===== src/rtl/icache_req_arb.sv =====
// Round-robin arbiter for the shared icache request path. Holds the grant
// across multi-beat bursts and registers the selected beat into a one-entry slot.
module icache_req_arb #(
  parameter int REQ_NUM   = 4,
  parameter int PLD_WIDTH = 32
) (
  input  logic                 clk,
  input  logic                 rst_n,
  input  logic [REQ_NUM-1:0]   req_vld,
  input  logic [REQ_NUM-1:0]   req_last,
  input  logic [PLD_WIDTH-1:0] req_pld [REQ_NUM-1:0],
  output logic [REQ_NUM-1:0]   req_rdy,
  output logic                 out_vld,
  output logic [PLD_WIDTH-1:0] out_pld,
  output logic [REQ_NUM-1:0]   out_src,
  output logic                 out_last,
  input  logic                 out_rdy,
  output logic                 busy
);

  typedef enum logic {IDLE, LOCKED} state_t;

  state_t               state_q, state_d;
  logic [REQ_NUM-1:0]   ptr_q, ptr_d;
  logic [REQ_NUM-1:0]   owner_q, owner_d;
  logic [REQ_NUM-1:0]   src_q, src_d;
  logic                 vld_q, vld_d;
  logic                 last_q, last_d;
  logic [PLD_WIDTH-1:0] pld_q, pld_d;

  logic                 slot_free;
  logic                 accept;
  logic                 grant_last;
  logic [REQ_NUM-1:0]   grant;
  logic [REQ_NUM-1:0]   rr_grant;
  logic [REQ_NUM-1:0]   hi_vld;
  logic [PLD_WIDTH-1:0] mux_pld;

  // Requesters at or above the pointer win first; otherwise wrap to the lowest index.
  always_comb begin
    hi_vld   = req_vld & ~(ptr_q - REQ_NUM'(1));
    rr_grant = (hi_vld != '0) ? (hi_vld & (~hi_vld + REQ_NUM'(1)))
                              : (req_vld & (~req_vld + REQ_NUM'(1)));
    grant      = (state_q == LOCKED) ? (owner_q & req_vld) : rr_grant;
    slot_free  = !vld_q || out_rdy;
    req_rdy    = rst_n ? (grant & {REQ_NUM{slot_free}}) : '0;
    accept     = |(req_vld & req_rdy);
    grant_last = |(req_last & grant);
    mux_pld    = '0;
    for (int i = 0; i < REQ_NUM; i++) begin
      mux_pld = mux_pld | (req_pld[i] & {PLD_WIDTH{grant[i]}});
    end
  end

  always_comb begin
    state_d = state_q;
    ptr_d   = ptr_q;
    owner_d = owner_q;
    vld_d   = vld_q;
    pld_d   = pld_q;
    src_d   = src_q;
    last_d  = last_q;
    if (accept) begin
      vld_d  = 1'b1;
      pld_d  = mux_pld;
      src_d  = grant;
      last_d = grant_last;
      if (grant_last) begin
        state_d = IDLE;
        ptr_d   = {grant[REQ_NUM-2:0], grant[REQ_NUM-1]};
      end else if (state_q == IDLE) begin
        state_d = LOCKED;
        owner_d = grant;
      end
    end else if (out_rdy) begin
      vld_d = 1'b0;
    end
  end

  always_ff @(posedge clk or negedge rst_n) begin
    if (!rst_n) begin
      state_q <= IDLE;
      ptr_q   <= REQ_NUM'(1);
      owner_q <= '0;
      vld_q   <= 1'b0;
      pld_q   <= '0;
      src_q   <= '0;
      last_q  <= 1'b0;
    end else begin
      state_q <= state_d;
      ptr_q   <= ptr_d;
      owner_q <= owner_d;
      vld_q   <= vld_d;
      pld_q   <= pld_d;
      src_q   <= src_d;
      last_q  <= last_d;
    end
  end

  assign out_vld  = vld_q;
  assign out_pld  = pld_q;
  assign out_src  = src_q;
  assign out_last = last_q;
  assign busy     = (state_q == LOCKED) || vld_q;

endmodule

===== config.mk =====
export PLATFORM = sky130hd
export DESIGN_NAME = icache_req_arb
export DESIGN_NICKNAME = d
export VERILOG_FILES = /design/src/rtl/icache_req_arb.sv
export SDC_FILE = /design/constraint.sdc
export NUM_CORES = 1
export LEC_CHECK = 0
export ABC_AREA = 1
export BUFFER_PORTS_ARGS = -buffer_cell sky130_fd_sc_hd__buf_2
export CAP_MARGIN = 20
export CORE_MARGIN = 2
export CORE_UTILIZATION = 46
export DETAILED_ROUTE_END_ITERATION = 7
export PLACE_DENSITY_LB_ADDON = 0.08
export SETUP_SLACK_MARGIN = 0.15
export SYNTH_ARGS = -nofsm -noshare
export SYNTH_HDL_FRONTEND = slang
export SYNTH_SLANG_ARGS = --single-unit

===== constraint.sdc =====
create_clock -name clk -period 5.1 [get_ports clk]
set_clock_uncertainty 0.15 [all_clocks]
set_input_delay 0.765 -clock clk [delete_from_list [all_inputs] [get_ports clk]]
set_output_delay 0.765 -clock clk [all_outputs]
set_load 0.1 [all_outputs]

==> Word-level counts from Yosys, hierarchy flattened <==
Index checks and enable logic that the tools add are counted.
{ "word_totals": {"output_inout_bits": 43, "wordCells": 44, "input_bits": 139, "regBits": 47} }
{ "op_classes": {"reduce_logical": 9, "mux": 6, "n_bitwise": 19, "addsub": 3} }
{ "op_table": {"columns": ["op", "count"], "rows": [
  ["bitwise AND 32 bit", 4],
  ["OR 32 bit", 3],
  ["bitwise AND 4 bit", 7],
  ["2-to-1 mux 4 bit", 3],
  ["NOT 4 bit", 3],
  ["adder 4 x 1 -> 4 bit (second input constant)", 2],
  ["OR reduction 4 bit", 2],
  ["nonzero test 4 bit", 1],
  ["subtractor 4 x 1 -> 4 bit (second input constant)", 1],
  ["2-to-1 mux 1 bit", 3],
  ["AND reduction 3 bit", 1],
  ["logical OR 1 bit", 2],
  ["NOT 1 bit", 2],
  ["AND reduction 2 bit", 1],
  ["nonzero test 2 bit", 1],
  ["logical NOT 1 bit", 1]
]} }

==> Depth between registers and ports, before layout <==
Gate-level depths: netlist of the first run.
{ "logic_depth": {"depth_word": 13, "mapped_depth": 18, "depth_no_buf": 17} }

==> Worst setup path before layout of the first run <==
No wires, ideal clock.
{ "synth_path": {"path_kind": "flip-flop to output port", "from": "register ptr_q[0]", "to": "output port req_rdy[3]", "arrival_time_ns": 2.995, "slack_ns": 1.190, "path_stages_with_launch": 13, "t_required_ns": 4.185, "n_path_buf": 1, "cell_sequence": "dfstp_2 inv_1 ha_1 nand2_1 nand2_1 inv_1 nand2_1 inv_2 nand3_1 nand2_2 clkbuf_1 inv_1 nor2_1"} }
{ "synth_between": {"elab_chain_len": 10, "word_cells_on_any_way": 11, "classes_between": "add/sub (2); mux (3); bitwise (5); reduce/logical (1)"} }
{ "synth_rtl": {"columns": ["item", "line", "source"], "rows": [
  ["from (decl)", "24", "logic [REQ_NUM-1:0] ptr_q, ptr_d;"],
  ["from (signal assigned)", "91", "ptr_q <= ptr_d;"],
  ["subtractor 4 x 1 -> 4 bit (*)", "41", "hi_vld = req_vld & ~(ptr_q - REQ_NUM'(1));"],
  ["NOT 4 bit (*)", "41", null],
  ["bitwise AND 4 bit (*)", "41", null],
  ["NOT 4 bit", "42", "rr_grant = (hi_vld != '0) ? (hi_vld & (~hi_vld + REQ_NUM'(1)))"],
  ["adder 4 x 1 -> 4 bit", "42", null],
  ["bitwise AND 4 bit", "42", null],
  ["2-to-1 mux 4 bit (*)", "42", null],
  ["2-to-1 mux 4 bit (*)", "44", "grant = (state_q == LOCKED) ? (owner_q & req_vld) : rr_grant;"],
  ["bitwise AND 4 bit (*)", "46", "req_rdy = rst_n ? (grant & {REQ_NUM{slot_free}}) : '0;"],
  ["2-to-1 mux 4 bit (*)", "46", null],
  ["to (decl)", "12", "output logic [REQ_NUM-1:0] req_rdy,"]
]} }
Mark *: on every way between the ends. The rest lies on a longest branch, timed or not.

==> Worst setup path in the final report of the first run <==
Ends and elaborated chain as after synthesis.

==> results of run 1 <==
registers in the layout, summed over array words and instances, names as in the netlist:
register and count:
out_pld 32, out_src 4, owner_q 4, ptr_q 4
out_last 1, out_vld 1, state_q 1
logic make-up (layout without fill, tap and decap cells):
group	count (synthesis)	count (layout)	share of synthesized area (%)
buffers and inverters	39	211	6.33
DFF	47	47	41.7
adders and majority gates	1	1	0.443
AOI/OAI and AO/OA	21	21	5.76
and+or+nand+nor	315	315	45.8
per-stage QoR:
step	worst slack, ns	instances	power (mW)	cell area [sq um]	hold slack (ns)
2_1_floorplan	1.19	423	2.31	2830	0.292
3_3_place_gp	1.69	662	2.67	3740	0.300
4_1_cts	1.31	670	2.93	3830	0.325
6_report	1.28	670	2.91	3830	0.324
5_1_grt	1.06	670	3.11	3830	0.352
3_5_place_dp	1.60	662	2.70	3740	0.304
metal layers:
layer  GRT usage (%)  vias to the layer above  routed length [um]
met5               0                        -                   0
met4            5.67                        0                  74
met3            4.89                       12                 541
met2            45.2                      140                4480
met1            29.7                     1580                3480
li1                -                     1692                   -
cell type report:
type	count	area share, %
Clock buffer	7	2.25
Multi-Input combinational cell	337	38.3
Inverter	18	1.76
Timing Repair Buffer	185	24.4
Sequential cell	47	30.7
Clock inverter	1	0.131
Tap cell	75	2.45
cell usage after synthesis:
cell type	number
o21ai_2	1
inv_1	16
inv_2	2
ha_1	1
nand2_1	249
dfrtp_1	46
o21a_1	1
nor2_1	6
nand2_2	2
o21ai_0	1
dfstp_2	1
nor3_1	2
buf_2	8
buf_6	3
nand3_1	35
clkbuf_1	10
a22oi_1	15
a21boi_2	2
a31oi_1	1
nand3_2	2
nand4_1	19
report_power, final:
group | total (mW) | leakage, nW | internal, mW | switching [mW]
clock | 0.223 | 0.0482 | 0.109 | 0.114
combinational | 2.07 | 1.65 | 0.406 | 1.66
sequential | 0.619 | 0.602 | 0.527 | 0.0923
worst paths after layout:
kind,end,slack (ns),depth (start not counted),start
worst max-delay path,req_rdy[3],1.28,12,ptr_q[0]
worst min-delay path,out_src[1],0.32,2,out_src[1]
worst max register to register,out_pld[19],1.67,14,ptr_q[0]
worst min register to register,out_src[1],0.32,2,out_src[1]
max in group asynchronous,out_pld[21],3.99,2,rst_n
min in group asynchronous,out_src[0],0.41,2,rst_n
worst max-delay path: cells and delay by family (launching register included):
kind                       cells  cell delay [ns]
adders and majority gates      1             0.31
buffers and inverters          5             0.77
DFF                            1             0.56
and+or+nand+nor                6             0.97
cells in the final DEF, fill, tap and decap left out:
master | Yosys | final
nand2_1 | 249 | 249
buf_2 | 8 | 181
a22oi_1 | 15 | 15
buf_4 | 0 | 4
o21a_1 | 1 | 1
clkinv_2 | 0 | 1
nand3_2 | 2 | 2
clkbuf_1 | 10 | 1
nand4_1 | 19 | 19
nand2_2 | 2 | 2
inv_2 | 2 | 2
o21ai_0 | 1 | 1
clkbuf_8 | 0 | 6
a31oi_1 | 1 | 1
dfstp_2 | 1 | 1
nor2_1 | 6 | 6
ha_1 | 1 | 1
inv_1 | 16 | 16
o21ai_2 | 1 | 1
a21boi_2 | 2 | 2
nand3_1 | 35 | 35
dfrtp_1 | 46 | 46
nor3_1 | 2 | 2
==> run metrics, run 1 <==
antenna violations before repair 0; post-synthesis cell area 2830 sq um; final wirelength 8570 um; root buffer cell clkbuf_8; Seq/Total Area, Yosys 41.7%; die area 6780 sq um; RSZ-0062 raised after global routing false; CTS tree yes; clk_lat worst skew 0.29 ns; clk buf depth 2; most area-hungry cell type in the Yosys netlist dfrtp_1; CORE AREA 5920 sq um; Power Density 759 nW/um^2; first-pass GRT wire length 13000 um; via/cell ratio 5.11; Final Hold Vio Count 0; register area 1180 sq um; number of routed nets with antenna violations 0; DR WL/cell 12.8 um; Synthesis Warnings 0; All-Layer GR Usage 24.7%; die width 82.4 um; Multi-input gate area 1470 sq um; Nets 734; GRT Residual Overflow 0; via count 3424; nature of the critical path endpoint primary output; Final Max Slew Viols 0; DR pass1 iterations 5; Critical Path Source Type flop; gpl congestion 0.860; overall die height 82.4 um; Net Count, Synth 563; post-synth cell types 21; Hold WC Path Type flop to flop; Inserted Clock Buffers 5; DR iter-0 viols 134; IO Count 182; vias in the first global route 2965; Cell Rows 28; crit path DAT 2.90 ns; Max Fclk 262 MHz; CP Cell Sequence inv_1 > ha_1 > nand2_1 > nand2_1 > inv_1 > nand2_1 > inv_2 > nand3_1 > nand2_2 > inv_1 > nor2_1 > buf_2; hold_buf cts 0; Post-Synthesis Cells 423; post-layout util 64.8%; largest net degree at the start of global routing 49; CP Data Required Time 4.18 ns; Fill cells 576; Crit-path slowest cell dfstp_2; synth-to-layout area growth 35.7%; Syn Area/Cell 6.68 sq um; Max FO, Critical Path 37; Setup Viol. Count Final 0; Clock Sinks 47; number of max-cap violations 0; post-synth top area share 40.7%; hpwl dp 6330 um; CTS clock-pin slew for the worst setup and hold paths 0.09 ns; total negative slack 0 ns; H-tree Lvls 2; synthesized flop and latch total 47; Max VDD drop 0.512 mV; relative slew slack 50.0%; Remaining DRCs 0; Tmin final 3.82 ns; Leak 2.30 nW; post-CTS sizing 0; max incr delay on CP 0.56 ns; post-route clock period utilization 74.9%; top cells by area, synth dfrtp_1 (41%), nand2_1 (33%), nand3_1 (6.2%), nand4_1 (4.2%), a22oi_1 (4.0%); I/O Buffers 181; initial core utilization 47.7%; fraction of layout cells with a size suffix above 1 33.9%; antenna diode count 0; setup repair bufs after CTS 0; crit path kind flop to primary output; status completed; worst-margin pin slew 0.748 ns
Note: power is estimated with default switching activity, not from simulation.
==> run 2, diff against run 1 <==
--- a/config.mk
+++ b/config.mk
@@ -5,11 +5,11 @@
 export SDC_FILE = /design/constraint.sdc
 export NUM_CORES = 1
 export LEC_CHECK = 0
-export ABC_AREA = 1
+export ABC_AREA = 0
 export BUFFER_PORTS_ARGS = -buffer_cell sky130_fd_sc_hd__buf_2
 export CAP_MARGIN = 20
 export CORE_MARGIN = 2
-export CORE_UTILIZATION = 46
+export CORE_UTILIZATION = 37
 export DETAILED_ROUTE_END_ITERATION = 7
 export PLACE_DENSITY_LB_ADDON = 0.08
 export SETUP_SLACK_MARGIN = 0.15
==> constraint.sdc (replaced) <==
create_clock -name clk -period 3.4 [get_ports clk]
set_clock_uncertainty 0.15 [all_clocks]
set_input_delay 0.51 -clock clk [delete_from_list [all_inputs] [get_ports clk]]
set_output_delay 0.51 -clock clk [all_outputs]
set_load 0.1 [all_outputs]
==> run metrics, run 2 <==
post-synth top area share 44.8% (+4.0 points); max reg flops 32 (unchanged); final std cells w/o fill 533 (-20%); clk buf depth 2 (unchanged); via/cell ratio 5.59 (+9.3%); status completed; Adder-Cell Fraction of Synth Area 0.487% (+0.044 points); crit path kind flop to primary output; Tmin final 3.14 ns; final wirelength 8750 um (+2.1%); Nets 592 (-19%); root buffer cell clkbuf_8; Simple-Gate Fraction of Synth Area 16.5% (-29 points); relative slew slack 58.7% (+8.8 points); post-synthesis compound-gate area fraction 29.3% (+24 points); via count 2978 (-13%); Synthesis Warnings 0 (unchanged); Inserted Clock Buffers 5 (unchanged); Seq/Total Area, Yosys 45.8% (+4.1 points); nature of the critical path endpoint primary output; post-synthesis cell area 2570 sq um (-9.0%); IO Count 182 (unchanged); Setup Viol. Count Final 0 (unchanged); Hold WS 0.161 ns (-0.163 ns); CTS clock-pin slew for the worst setup and hold paths 0.09 ns (about the same); DR iter-0 viols 240 (+79%); die area 7630 sq um (+12%); RSZ-0062 raised after global routing false; number of routed nets with antenna violations 0 (unchanged); CP Data Required Time 2.74 ns (-1.44 ns); hpwl dp 6560 um (+3.6%); antenna diode count 0 (unchanged); All-Layer GR Usage 21.8% (-2.9 points); worst r2r dst owner_q[3]; first-pass GRT wire length 13000 um (+0.38%); Net Count, Synth 414 (-26%); Crit-path slowest cell dfstp_2; most common cell after layout, fill and taps aside buf_2; Worst Setup EP req_rdy[3]; Max Fclk 319 MHz; overall die height 87.3 um (+6.0%); Worst R2R Path Depth 9 (-5); Worst R2R Setup Slack 0.36 ns (-1.31 ns); Post-Synthesis Cells 274 (-35%); EDFF count, synth 0 (unchanged); post-synth cell types 43 (+100%); total negative slack 0 ns (unchanged); Final Max Slew Viols 0 (unchanged); Syn Area/Cell 9.38 sq um (+40%); crit path DAT 2.48 ns (-0.42 ns); die width 87.3 um (+6.0%); antenna violations before repair 0 (unchanged); fraction of layout cells with a size suffix above 1 48.6% (+15 points); synth cell count leaders dfrtp_1 (46), nor2_1 (41), nand2_1 (38), a222oi_1 (33), a31oi_1 (33); synthesized flop and latch total 47 (unchanged); Hold WC Path Type input port to async pin; Clock Sinks 47 (unchanged); number of max-cap violations 0 (unchanged); most frequent cell after synthesis dfrtp_1; CP Cell Sequence inv_1 > ha_4 > xnor2_2 > a22o_1 > nor3_1 > nor2b_1 > nor2_2 > buf_4; CORE AREA 6760 sq um (+14%); post-route clock period utilization 92.3%; clk_lat worst skew 0.30 ns (about the same); Critical Path Start ptr_q[0]; DR WL/cell 16.4 um (+28%); Fill cells 654 (+14%); Final Hold Vio Count 0 (unchanged); GRT Residual Overflow 0 (unchanged); CTS tree yes; top cells by area, synth dfrtp_1 (45%), a222oi_1 (13%), a31oi_1 (8.0%), nor2_1 (6.0%), nand2_1 (5.6%); max incr delay on CP 0.58 ns (+0.02 ns); register area 1180 sq um (unchanged); commonest non-fill, non-tap cells in the layout buf_2 (177), dfrtp_1 (46), nand2_1 (38), nor2_1 (38); Critical Path Source Type flop; mux share of post-synthesis cell area 2.97% (+3.0 points); Remaining DRCs 0 (unchanged); main flop type after synthesis dfrtp_1; placed cells 524 (-21%); largest family of logic cells by synthesized area compound AO/OA/AOI/OAI gates; most area-hungry cell type in the Yosys netlist dfrtp_1; Multi-input gate area 1330 sq um (-9.7%); Cell Rows 30 (+7.1%); Max FO, Critical Path 5 (-86%); XOR/XNOR Fraction of Synth Area 0.341% (+0.34 points); vias in the first global route 2727 (-8.0%); gpl congestion 0.856 (-0.56%); initial core utilization 38.0% (-9.7 points); synth-to-layout area growth 47.2%; ys async rst share 100% (unchanged); worst-margin pin slew 0.619 ns (-0.129 ns); H-tree Lvls 2 (unchanged); Reg-to-Reg Start ptr_q[0]; I/O Buffers 181 (unchanged); largest net degree at the start of global routing 61 (+24%); DR pass1 iterations 7 (+2)
[run 2: how the worst min path moves through the flow]
stage | to | slack, ns | depth (start not counted)
floorplan | out_last | 0.06 | 0
global placement | out_src[0] | 0.31 | 1
detailed placement | out_src[0] | 0.32 | 1
CTS | out_src[0] | 0.19 | 2
global route | owner_q[2] | 0.23 | 2
finish | out_vld | 0.16 | 2
[run 2: kinds of logic (layout without fill, tap and decap cells)]
family / count (synthesis) / count (layout)
xor+xnor: 1 / 1
buf+inv: 29 / 208
mux: 7 / 7
compound gates: 91 / 91
simple gates: 98 / 98
fa+ha+maj: 1 / 1
flops: 47 / 47
[run 2: stage by stage]
stage          util (%)  area [sq um]  worst slack, ns
3_5_place_dp       53.4          3610            0.237
5_1_grt            56.0          3780            0.169
3_3_place_gp       53.4          3610            0.284
2_1_floorplan         -          2580            0.411
6_report           56.0          3780            0.263
4_1_cts            55.2          3730            0.122
[run 2: final cells by class]
type                            count  area share (%)
Sequential cell                    47            31.1
Inverter                            7           0.695
Clock buffer                        6            2.18
Tap cell                           80            2.65
Multi-Input combinational cell    198            35.1
Timing Repair Buffer              193            27.4
Clock inverter                      2           0.926
[run 2: timing repair]
item / 4_1_cts / 5_1_grt
hold buffers: 0 / 0
setup buffers: 0 / 1
gates resized for setup: 2 / 10
pin swaps: 0 / 2
setup endpoints to repair: 2 / 40
[run 2: layer usage]
layer	up-vias	share of wire, %	global-route usage, %
met5	-	0	0
met4	0	1.2	6.43
met3	12	6.6	5.31
met2	134	51	36.8
met1	1408	41	27.6
li1	1424	-	-
[run 2: worst max-delay path, delay by kind of cell (launching register included)]
family                     cells  cell delay [ns]
AOI/OAI and AO/OA              1             0.32
DFF                            1             0.58
xor gates and xnor gates       1             0.16
and+or+nand+nor                3             0.52
adders and majority gates      1             0.18
buffers and inverters          2             0.40
Power of run 2 is left out: the tool's default activity adds up to more than one toggle a clock period on the data nets, which glitch-free logic cannot reach.
